==> config.mk <==
export PLATFORM = sky130hd
export DESIGN_NAME = wb_arbiter
export DESIGN_NICKNAME = d
export VERILOG_FILES = /design/src/rtl/wb_arbiter.sv
export SDC_FILE = /design/constraint.sdc
export NUM_CORES = 1
export LEC_CHECK = 0
export ABC_AREA = 1
export CORE_MARGIN = 3
export CORE_UTILIZATION = 31
export CTS_CLUSTER_SIZE = 25
export DETAILED_ROUTE_END_ITERATION = 12
export GPL_ROUTABILITY_DRIVEN = 0
export GPL_TIMING_DRIVEN = 0
export PLACE_DENSITY = 0.72
export SYNTH_ARGS = -nofsm -noshare
export SYNTH_HDL_FRONTEND = slang
export SYNTH_SLANG_ARGS = --single-unit
==> constraint.sdc <==
create_clock -name clk -period 11.81 [get_ports clk]
set_input_delay 2.362 -clock clk [delete_from_list [all_inputs] [get_ports clk]]
set_output_delay 2.362 -clock clk [all_outputs]
set_load 0.01 [all_outputs]
==> src/rtl/wb_arbiter.sv <==
// -----------------------------------------------------------------------------
// wb_arbiter
//   Merges the per-pipe execute result streams onto one registered writeback
//   channel. Pipes are served round-robin starting at grant_ptr. A squash
//   discards every result younger than the squashing instruction, both those
//   still waiting at the pipe inputs and the one held in the output register.
//   Age is always measured relative to head_seq_num, so sequence-number
//   wrap-around needs no wide compares.
//
// Ports
//   clk, rst          clock, asynchronous active-high reset
//   ex_val / ex_rdy   per-pipe result handshake
//   ex_seq_num, ex_pc, ex_waddr, ex_wdata, ex_wen
//                     packed per-pipe result fields (pipe i at slice i)
//   head_seq_num      oldest uncommitted sequence number (age reference)
//   squash_val/_seq   squash notification and squashing sequence number
//   wb_val / wb_rdy   output entry handshake
//   wb_seq_num, wb_pc, wb_waddr, wb_wdata, wb_wen
//                     output entry fields
//   grant_ptr         current round-robin priority pointer
// -----------------------------------------------------------------------------
module wb_arbiter #(
  parameter int p_num_pipes      = 4,
  parameter int p_seq_num_bits   = 5,
  parameter int p_phys_addr_bits = 6
) (
  input  logic                                   clk,
  input  logic                                   rst,
  input  logic [p_num_pipes-1:0]                 ex_val,
  output logic [p_num_pipes-1:0]                 ex_rdy,
  input  logic [p_num_pipes*p_seq_num_bits-1:0]  ex_seq_num,
  input  logic [p_num_pipes*32-1:0]              ex_pc,
  input  logic [p_num_pipes*p_phys_addr_bits-1:0] ex_waddr,
  input  logic [p_num_pipes*32-1:0]              ex_wdata,
  input  logic [p_num_pipes-1:0]                 ex_wen,
  input  logic [p_seq_num_bits-1:0]              head_seq_num,
  input  logic                                   squash_val,
  input  logic [p_seq_num_bits-1:0]              squash_seq_num,
  output logic                                   wb_val,
  input  logic                                   wb_rdy,
  output logic [p_seq_num_bits-1:0]              wb_seq_num,
  output logic [31:0]                            wb_pc,
  output logic [p_phys_addr_bits-1:0]            wb_waddr,
  output logic [31:0]                            wb_wdata,
  output logic                                   wb_wen,
  output logic [$clog2(p_num_pipes)-1:0]         grant_ptr
);

  localparam int lp_ptr_w = $clog2(p_num_pipes);

  // Head-relative age; the subtraction wraps naturally at the field width.
  function automatic logic [p_seq_num_bits-1:0] age_of(
    input logic [p_seq_num_bits-1:0] x,
    input logic [p_seq_num_bits-1:0] head
  );
    return x - head;
  endfunction

  // Unpacked views of the per-pipe fields.
  logic [p_seq_num_bits-1:0]   seq_a   [p_num_pipes];
  logic [31:0]                 pc_a    [p_num_pipes];
  logic [p_phys_addr_bits-1:0] waddr_a [p_num_pipes];
  logic [31:0]                 wdata_a [p_num_pipes];

  always_comb begin
    for (int i = 0; i < p_num_pipes; i++) begin
      seq_a[i]   = ex_seq_num[i*p_seq_num_bits +: p_seq_num_bits];
      pc_a[i]    = ex_pc[i*32 +: 32];
      waddr_a[i] = ex_waddr[i*p_phys_addr_bits +: p_phys_addr_bits];
      wdata_a[i] = ex_wdata[i*32 +: 32];
    end
  end

  logic [p_seq_num_bits-1:0] squash_age;
  logic [p_num_pipes-1:0]    doomed;
  logic [p_num_pipes-1:0]    cand;
  logic                      kill_held;
  logic                      can_load;

  // Equal age is the squashing instruction itself, which survives.
  always_comb begin
    squash_age = age_of(squash_seq_num, head_seq_num);
    for (int i = 0; i < p_num_pipes; i++) begin
      doomed[i] = squash_val & ex_val[i] &
                  (age_of(seq_a[i], head_seq_num) > squash_age);
    end
    cand      = ex_val & ~doomed;
    kill_held = squash_val & wb_val &
                (age_of(wb_seq_num, head_seq_num) > squash_age);
    can_load  = ~wb_val | wb_rdy | kill_held;
  end

  logic                win_found;
  logic [lp_ptr_w-1:0] win_idx;
  logic [lp_ptr_w-1:0] grant_ptr_nxt;
  logic                load;
  logic [p_num_pipes-1:0] grant_vec;

  // Rotating search starting at grant_ptr; the first candidate hit wins.
  // NOTE: every always_comb output gets a default before any conditional
  // assignment so no path leaves it unassigned and no latch is inferred.
  always_comb begin
    int idx;
    win_found = 1'b0;
    win_idx   = '0;
    for (int k = 0; k < p_num_pipes; k++) begin
      idx = int'(grant_ptr) + k;
      if (idx >= p_num_pipes) idx = idx - p_num_pipes;
      if (!win_found && cand[idx]) begin
        win_found = 1'b1;
        win_idx   = lp_ptr_w'(idx);
      end
    end
    grant_ptr_nxt = (int'(win_idx) == p_num_pipes - 1) ? '0 : win_idx + 1'b1;
    load          = win_found & can_load;
    for (int i = 0; i < p_num_pipes; i++) begin
      grant_vec[i] = load && (int'(win_idx) == i);
    end
  end

  // Doomed pipes are always drained so a squashed result never stalls a pipe.
  assign ex_rdy = rst ? '0 : (doomed | grant_vec);

  // NOTE: sequential state uses non-blocking assignments so every register
  // samples pre-edge values regardless of statement order.
  always_ff @(posedge clk or posedge rst) begin
    if (rst) begin
      wb_val     <= 1'b0;
      wb_seq_num <= '0;
      wb_pc      <= '0;
      wb_waddr   <= '0;
      wb_wdata   <= '0;
      wb_wen     <= 1'b0;
      grant_ptr  <= '0;
    end else if (load) begin
      wb_val     <= 1'b1;
      wb_seq_num <= seq_a[win_idx];
      wb_pc      <= pc_a[win_idx];
      wb_waddr   <= waddr_a[win_idx];
      wb_wdata   <= wdata_a[win_idx];
      wb_wen     <= ex_wen[win_idx];
      grant_ptr  <= grant_ptr_nxt;
    end else if ((wb_val && wb_rdy) || kill_held) begin
      // A killed entry is dropped whether or not wb_rdy is asserted.
      wb_val <= 1'b0;
    end
  end

endmodule

* Word-level counts from Yosys, hierarchy flattened
Index checks and enable logic that the tools add are counted.
** Word-level totals
- Register bits after elaboration :: 79
- Input bits :: 322
- Output and inout bits :: 83
- Word-level logic and storage cells :: 113
** Operators by class
- $add $sub $neg :: 14
- Magnitude comparators :: 15
- Equality and inequality tests :: 3
- Muxes and demuxes :: 42
- Bitwise logic cells :: 18
- Reduce and logical (&&, ||, !) cells :: 14
** Operators with widths (count)
- two-way mux 32 bit :: 8
- binary-select mux 32 bit (select 2 bit) :: 2
- less-than comparator 32 x 4 -> 1 bit (second input constant) :: 4
- subtractor 5 bit :: 6
- > comparator 5 bit :: 5
- two-way mux 1 bit :: 15
- binary-select mux 6 bit (select 2 bit) :: 1
- >= comparator 3 bit (second input constant) :: 4
- two-way mux 6 bit :: 2
- subtractor 3 x 3 -> 4 bit (second input constant) :: 3
- bitwise AND 1 bit :: 11
- binary-select mux 1 bit (select 2 bit) :: 5
- binary-select mux 5 bit (select 2 bit) :: 1
- two-way mux 2 bit :: 5
- two-way mux 5 bit :: 2
- logical AND 1 bit :: 8
- adder 2 x 2 -> 3 bit (second input constant) :: 2
- bitwise AND 4 bit :: 1
- equality test 2 bit (second input constant) :: 2
- two-way mux 4 bit :: 1
- inverter 4 bit :: 1
- OR 4 bit :: 1
- subtractor 2 x 3 -> 4 bit (second input constant) :: 1
- adder 2 x 1 -> 3 bit (second input constant) :: 1
- 11 further kinds :: 14

* Depth between registers and ports, before layout
Gate-level depths: netlist of run 1.
- Depth in word-level cells :: 22
- Depth in mapped cells :: 29
- Mapped depth without buffers :: 27

* Worst setup path before layout of run 1
OpenSTA, ideal clock, no wires.
- Path type :: input -> output
- Start :: in head_seq_num[1]
- End :: out ex_rdy[1]
- Arrival :: 5.757 ns
- Data required time :: 9.448 ns
- Setup slack :: 3.691 ns
- Cell stages on the path :: 24
- Path buffers :: 3
- Path through :: inv_1 > fa_1 > a21oi_1 > nor2_1 > nor2_1 > xor2_1 > ha_1 > inv_1 > o21bai_1 > nor2_1 > nand2_1 > nand2_1 > nand3_1 > nand3_1 > o21ai_4 > nand4_1 > buf_4 > nand3_2 > buf_6 > buf_2 > inv_1 > ha_1 > nand2_1 > a21oi_1
** Between the ends
- Word-level cells in the longest chain between the ends :: 22
- Elaborated cells on any way between the ends :: 50
- Classes of those cells :: 6 x add/sub; 5 x order compare; 1 x eq/ne; 21 x mux; 10 x bitwise; 7 x reduce/logical
** Ends and longest elaborated chain
- start: declaration :: RTL line 36 : input logic [p_seq_num_bits-1:0] head_seq_num,
- subtractor 5 bit :: RTL line 56 : return x - head;
- > comparator 5 bit :: RTL line 85 : (age_of(seq_a[i], head_seq_num) > squash_age);
- bitwise AND 1 bit :: RTL line 84 : doomed[i] = squash_val & ex_val[i] &
- inverter 4 bit :: RTL line 87 : cand = ex_val & ~doomed;
- bitwise AND 4 bit :: RTL line 87
- binary-select mux 1 bit (select 2 bit) :: RTL line 109 : if (!win_found && cand[idx]) begin
- two-way mux 1 bit (not written as such) (2 in series) :: RTL line 109
- two-way mux 1 bit :: RTL line 109
- (+5 left out)
- two-way mux 1 bit :: RTL line 109
- zero test 1 bit :: RTL line 109
- logical AND 1 bit :: RTL line 109
- two-way mux 2 bit or two-way mux 1 bit (tied branches) :: RTL line 109
- equality test 2 bit or bitwise AND 1 bit (tied branches) :: RTL line 117, 115
- logical AND 1 bit :: RTL line 117 : grant_vec[i] = load && (int'(win_idx) == i);
- OR 4 bit * :: RTL line 122 : assign ex_rdy = rst ? '0 : (doomed | grant_vec);
- two-way mux 4 bit * :: RTL line 122
- end: declaration :: RTL line 30 : output logic [p_num_pipes-1:0] ex_rdy,
Mark *: on every way between the ends. The rest lies on a longest branch, timed or not. The select of a mux whose other input is x is not followed.

* Worst setup path after layout of run 1
- Start :: in head_seq_num[0]
- End :: out ex_rdy[0]
** Between the ends
- Word-level cells in the longest chain between the ends :: 22
- Elaborated cells on any way between the ends :: 50
- Classes of those cells :: 6 x add/sub; 5 x order compare; 21 x mux; 10 x bitwise; 8 x reduce/logical
** Ends and longest elaborated chain (RTL line)
- subtractor 5 bit :: 56
- > comparator 5 bit :: 85
- bitwise AND 1 bit :: 84
- inverter 4 bit :: 87
- bitwise AND 4 bit :: 87
- binary-select mux 1 bit (select 2 bit) :: 109
- two-way mux 1 bit (not written as such) (2 in series) :: 109
- two-way mux 1 bit :: 109
- (+5 left out)
- two-way mux 1 bit :: 109
- zero test 1 bit :: 109
- logical AND 1 bit :: 109
- two-way mux 1 bit or two-way mux 2 bit (tied branches) :: 109
- bitwise AND 1 bit or zero test 2 bit (tied branches) :: 115, 117
- logical AND 1 bit :: 117
- OR 4 bit * :: 122
- two-way mux 4 bit * :: 122
Marked as above.

==> impl_results.md, run 1 <==
* Final setup vio count at 0
* I/O pin count at 405
* CP max FO at 11
* Worst vdd ir at 0.149 mV
* Iter 0 DRT Violations at 833
* Seq/Total Area, Yosys at 21.9%
* Fin crit share at 88.0%
* Setup TNS at 0 ns
* Syn Area/Cell at 5.82 µm²
* Total track usage at 25.2%
* Final nets at 2338
* Final instance area at 13900 µm²
* Post-Syn Instances at 1548
* Slew Limit Fails at 0
* Total core area at 28200 µm²
* Run status: complete, no violations
* Critical path class: in2out
* Gate power share at 80.9%
* Unique cell type count in the Yosys netlist at 31
* Worst setup EP type: output pin
* TritonCTS clock tree: built
* Cts hold-fix bufs at 0
* Mapped Area at 9010 µm²
* Synth top area share at 21.9%
* Power Density at 324 nW/µm²
* RSZ-0062 raised after global routing: no
* Die Y-Extent at 177 µm
* CTS Buf Count at 9
* Largest net degree at the start of global routing at 55
* Insertion delay to the later sink of the worst-skew pair at 0.34 ns
* Int Pwr at 1.95 mW
* WP data arrival at 8.03 ns
* Initial DRT Pass Iterations at 6
* Starting Density at 31.9%
* Max Clock Skew at 0.0119 ns
* Vias/cell at 4.89
* Chip Width at 177 µm
* IO buf count at 403
* GRT Residual Overflow at 0
* CTS root buf: clkbuf_16
* Drt total wl at 41500 µm
* Post-synth top area cell: nand2_1
* CTS Sinks at 79
* CP max stage delay at 0.78 ns
* Post-synth EDFFs at 0
* Slew headroom at 33.7%
* Synth async-reset ratio at 100%
* First-pass GRT wire length at 60600 µm
* F_max at 96.2 MHz
* Most numerous cell in the Yosys netlist: nand2_1
* Filler cell count at 2892
* DRC Markers at 0
* H-tree Lvls at 3
* Worst path slowest cell: buf_1
* Row cnt at 61
* Fraction of layout cells with a size suffix above 1 at 4.93%
* Sequential share of power at 11.9%
* Clk pwr share at 7.1%
* Initial antenna violation count at 1
* Startpoint types: input port
* NetSw at 2.54 mW
* Fin crit period at 10.40 ns
* Synth warn at 0
* Synthesized flop and latch total at 79
* Placed cell count at 2330
* Full die area at 31200 µm²
* Crit path cell chain: clkdlybuf4s50_1 -> ha_1 -> inv_1 -> fa_1 -> a21oi_1 -> nor2_1 -> nor2_1 -> xor2_1 -> ha_1 -> nand4_1 -> nand3b_1 -> nand2_1 -> nand3_1 -> nand3_1 -> o21ai_4 -> nand3_1 -> nor2_2 -> nor2_4 -> buf_1 -> ha_1 -> nand2_1 -> a21oi_1 -> clkdlybuf4s50_1
* Dpl hpwl at 32400 µm
* Max clock buf depth at 2
* Wire per inst at 17.7 µm
* ANT nets after route at 0
* DP Area at 13500 µm²
* Worst EP required at 9.45 ns
* Sw Share at 56.7%
* Top FF cell, synth: dfrtp_1
* R2R Setup Slk at 8.39 ns
* Synth-to-layout area growth at 53.9%
* Vias after detailed routing at 11486
* Post-CTS sizing at 0
* Synth cell count leaders: 527 x nand2_1, 342 x inv_1, 190 x nand3_1
* Pwr Total at 4.49 mW
* Post-CTS setup buffers at 0
* Clock-pin transition on the worst setup and hold timing paths at 0.06 ns
* Measured slew at the worst slew-check pin at 0.994 ns
* Hold WC Path Type: reg2reg
* Area contributors post-synth: nand2_1 22%, dfrtp_1 22%, inv_1 14%
* Final hold violation count at 0
* Vias in the first global route at 11101
* Synthesized net count at 1923
* Lkg Pwr at 7.61 nW
* Max-cap viol count at 0
* Fin cells at 2347
per-stage QoR:
| step | util (%) | hold slack [ns] | setup WS (ns) |
|---|---|---|---|
| floorplan | - | 0.514 | 3.69 |
| global placement | 47.9 | 0.461 | 1.53 |
| detailed placement | 48.0 | 0.465 | 1.45 |
| CTS | 49.1 | 0.483 | 1.46 |
| global route | 49.1 | 0.497 | 1.05 |
| finish | 49.1 | 0.479 | 1.41 |
final timing paths:
path                                end  cells after the start             from
setup / recovery              ex_rdy[0]                     23  head_seq_num[0]
hold / removal                wb_pc[24]                      2        wb_pc[24]
setup reg to reg           wb_wdata[10]                     17    wb_seq_num[0]
hold reg to reg               wb_pc[24]                      2        wb_pc[24]
max in group asynchronous     wb_pc[19]                      3              rst
min in group asynchronous  grant_ptr[0]                      2              rst
kinds of logic after synthesis:
logic type | after synthesis | synth area share [%]
compound gates | 34 | 2.21
simple gates | 916 | 45.9
buf+inv | 445 | 20.1
xor+xnor | 21 | 2.04
flops | 79 | 21.9
fa+ha+maj | 53 | 7.86
flip-flops by register name (all words and copies together) (netlist names):
register,flops
wb_seq_num,5
wb_pc,32
wb_wen,1
wb_val,1
wb_waddr,6
grant_ptr,2
wb_wdata,32
power groups by stage:
| stage | Combinational (mW) | Clock (mW) | Sequential (mW) |
|---|---|---|---|
| 2_1_floorplan | 2.22 | 0 | 0.587 |
| 3_3_place_gp | 3.55 | 0 | 0.534 |
| 3_5_place_dp | 3.61 | 0 | 0.537 |
| 4_1_cts | 3.63 | 0.323 | 0.534 |
| 5_1_grt | 4.02 | 0.334 | 0.550 |
| 6_report | 3.63 | 0.320 | 0.536 |
routing by layer:
| layer | share of wire (%) | global-route usage [%] | up-vias |
|---|---|---|---|
| li1 | - | - | 5640 |
| met2 | 48 | 44.3 | 567 |
| met5 | 0 | 0 | - |
| met3 | 8.7 | 5.23 | 69 |
| met4 | 3.0 | 8.31 | 0 |
| met1 | 40 | 30.7 | 5210 |
worst max-delay path: cells and delay by family:
kind | cells | cell delay (ns)
buffers and inverters | 4 | 2.08
and+or+nand+nor | 11 | 1.43
adders and majority gates | 4 | 1.25
xor gates and xnor gates | 1 | 0.47
AOI/OAI and AO/OA | 3 | 0.43
layout by cell type, fill, tap and decap left out, drive strengths merged, types with 26 or more instances in the layout:
master | Yosys | layout
inv | 344 | 346
ha | 47 | 47
clkdlybuf4s50 | 0 | 403
dfrtp | 79 | 79
nand4 | 160 | 160
buf | 67 | 68
nor2 | 26 | 26
clkbuf | 34 | 44
nand2 | 532 | 532
nand3 | 193 | 193
layout make-up:
class | count | area, µm² | share of cell area, %
timing repair buffer | 404 | 4060 | 29.3
tap | 378 | 473 | 3.41
multi-input combinational | 1024 | 5220 | 37.7
clock buffer | 10 | 229 | 1.65
sequential | 79 | 1980 | 14.3
buffer | 101 | 520 | 3.75
antenna | 1 | 2.50 | 0.0180
clock inverter | 6 | 91.3 | 0.658
inverter | 344 | 1290 | 9.33
(Power assumes the default switching activity.)
==> inputs of run 2 (changes only) <==
--- a/config.mk
+++ b/config.mk
@@ -6,6 +6,7 @@
 export NUM_CORES = 1
 export LEC_CHECK = 0
 export ABC_AREA = 1
+export CAP_MARGIN = 30
 export CORE_MARGIN = 3
 export CORE_UTILIZATION = 31
 export CTS_CLUSTER_SIZE = 25
==> impl_results.md, run 2 (synthesis results as in run 1) <==
* Post-CTS sizing at 0
* WP data arrival at 7.93 ns
* Final hold slack at 0.481 ns
* Post-CTS setup buffers at 0
* Synth-to-layout area growth at 54.1%
* H-tree Lvls at 3
* F_max at 97.1 MHz
* Regs by FF count: wb_pc (32), wb_wdata (32), wb_waddr (6)
* Largest net degree at the start of global routing at 55
* Total track usage at 25.2%
* Cts hold-fix bufs at 0
* GRT Residual Overflow at 0
* Fin cells at 2348
* Iter 0 DRT Violations at 869
* Worst setup EP type: output pin
* Full die area at 31200 µm²
* Vias/cell at 4.87
* Worst path slowest cell: clkdlybuf4s50_1
* Initial antenna violation count at 1
* Slew headroom at 58.1%
* Launching point of the worst reg2reg path: wb_seq_num[0]
* Vias after detailed routing at 11431
* CTS root buf: clkbuf_16
* Final nets at 2339
* Insertion delay to the later sink of the worst-skew pair at 0.34 ns
* Initial DRT Pass Iterations at 6
* ANT nets after route at 0
* Most common cell after layout, fill and taps aside: nand2_1
* I/O pin count at 405
* CP max FO at 11
* Max clock buf depth at 2
* CTS Sinks at 79
* Reg2reg end: wb_wdata[10]
* Wire per inst at 17.6 µm
* CTS Buf Count at 9
* Leading cell types in the layout, fill and taps excluded: 527 x nand2_1, 403 x clkdlybuf4s50_1, 341 x inv_1, 190 x nand3_1, 160 x nand4_1
* Die Y-Extent at 177 µm
* Final WS setup at 1.52 ns
* R2R depth at 17
* Vias in the first global route at 11101
* Hold WC Path Type: reg2reg
* Slew Limit Fails at 0
* Cell repeated most along the worst path: nand2_1
* TritonCTS clock tree: built
* IO buf count at 403
* Run status: complete, no violations
* Final setup vio count at 0
* Dpl hpwl at 32400 µm
* Worst vdd ir at 0.148 mV
* RSZ-0062 raised after global routing: no
* Startpoint types: input port
* Starting Density at 31.9%
* DRC Markers at 0
* Max Clock Skew at 0.0105 ns
* Hold Path Sink: wb_wdata[19]
* Power Density at 324 nW/µm²
* Max-cap viol count at 0
* Setup TNS at 0 ns
* Worst EP required at 9.45 ns
* Hold path cells at 2
* Row cnt at 61
* Critical path class: in2out
* Filler cell count at 2891
* First-pass GRT wire length at 60600 µm
* Fin crit period at 10.29 ns
* CP max stage delay at 0.68 ns
* R2R Setup Slk at 8.41 ns
* Hold wc startpoint: wb_wdata[19]
* Placed cell count at 2330
* Measured slew at the worst slew-check pin at 0.624 ns
* Lkg Pwr at 7.62 nW
* Fin crit share at 87.2%
* Pwr Total at 4.49 mW
* Setup Slack @ Placement at 1.45 ns
* Drt total wl at 41400 µm
* Final hold violation count at 0
* Total core area at 28200 µm²
* Fraction of layout cells with a size suffix above 1 at 4.98%
* Chip Width at 177 µm
* Clock-pin transition on the worst setup and hold timing paths at 0.07 ns
## run 2: worst max path at each step
stage                 to            start  cells after the start
6_report       ex_rdy[0]  head_seq_num[0]                     26
2_1_floorplan  ex_rdy[1]  head_seq_num[1]                     24
5_1_grt        ex_rdy[0]  head_seq_num[0]                     26
3_3_place_gp   ex_rdy[1]  head_seq_num[0]                     25
4_1_cts        ex_rdy[1]  head_seq_num[0]                     25
3_5_place_dp   ex_rdy[0]  head_seq_num[0]                     25
## run 2: through the flow
stage                     utilization, %  cell area (µm²)
after floorplan                        -             9010
after global placement              47.9            13500
after detailed placement            48.0            13500
after CTS                           49.1            13900
after global routing                49.2            13900
final                               49.2            13900
## run 2: area by class of cell
class / instances / area (µm²) / share of cell area (%)
Timing Repair Buffer: 405 / 4080 / 29.4
Inverter: 344 / 1290 / 9.32
Tap cell: 378 / 473 / 3.41
Clock buffer: 10 / 229 / 1.65
Multi-Input combinational cell: 1024 / 5220 / 37.6
Sequential cell: 79 / 1980 / 14.2
Clock inverter: 6 / 91.3 / 0.658
Buffer: 101 / 520 / 3.75
Antenna cell: 1 / 2.50 / 0.0180
## run 2: power by group
part           internal [mW]  leakage [nW]  switching [mW]  total (mW)
combinational           1.33          6.51            2.31        3.64
clock                  0.187         0.157           0.133       0.321
sequential             0.443         0.951          0.0933       0.536
## run 2: routing by layer
| metal | global-route usage (%) | part of all wire [%] |
|---|---|---|
| met1 | 30.7 | 41 |
| met2 | 44.3 | 48 |
| met3 | 5.23 | 8.1 |
| met4 | 8.31 | 2.8 |
| met5 | 0 | 0 |
## run 2: worst max-delay path: cells and delay by family
kind | cells | cell delay [ns]
AO/OA/AOI/OAI | 2 | 0.34
XOR/XNOR | 1 | 0.47
adder cells (fa/ha/maj) | 4 | 1.15
buffers and inverters | 5 | 1.81
AND/OR/NAND/NOR | 14 | 1.81
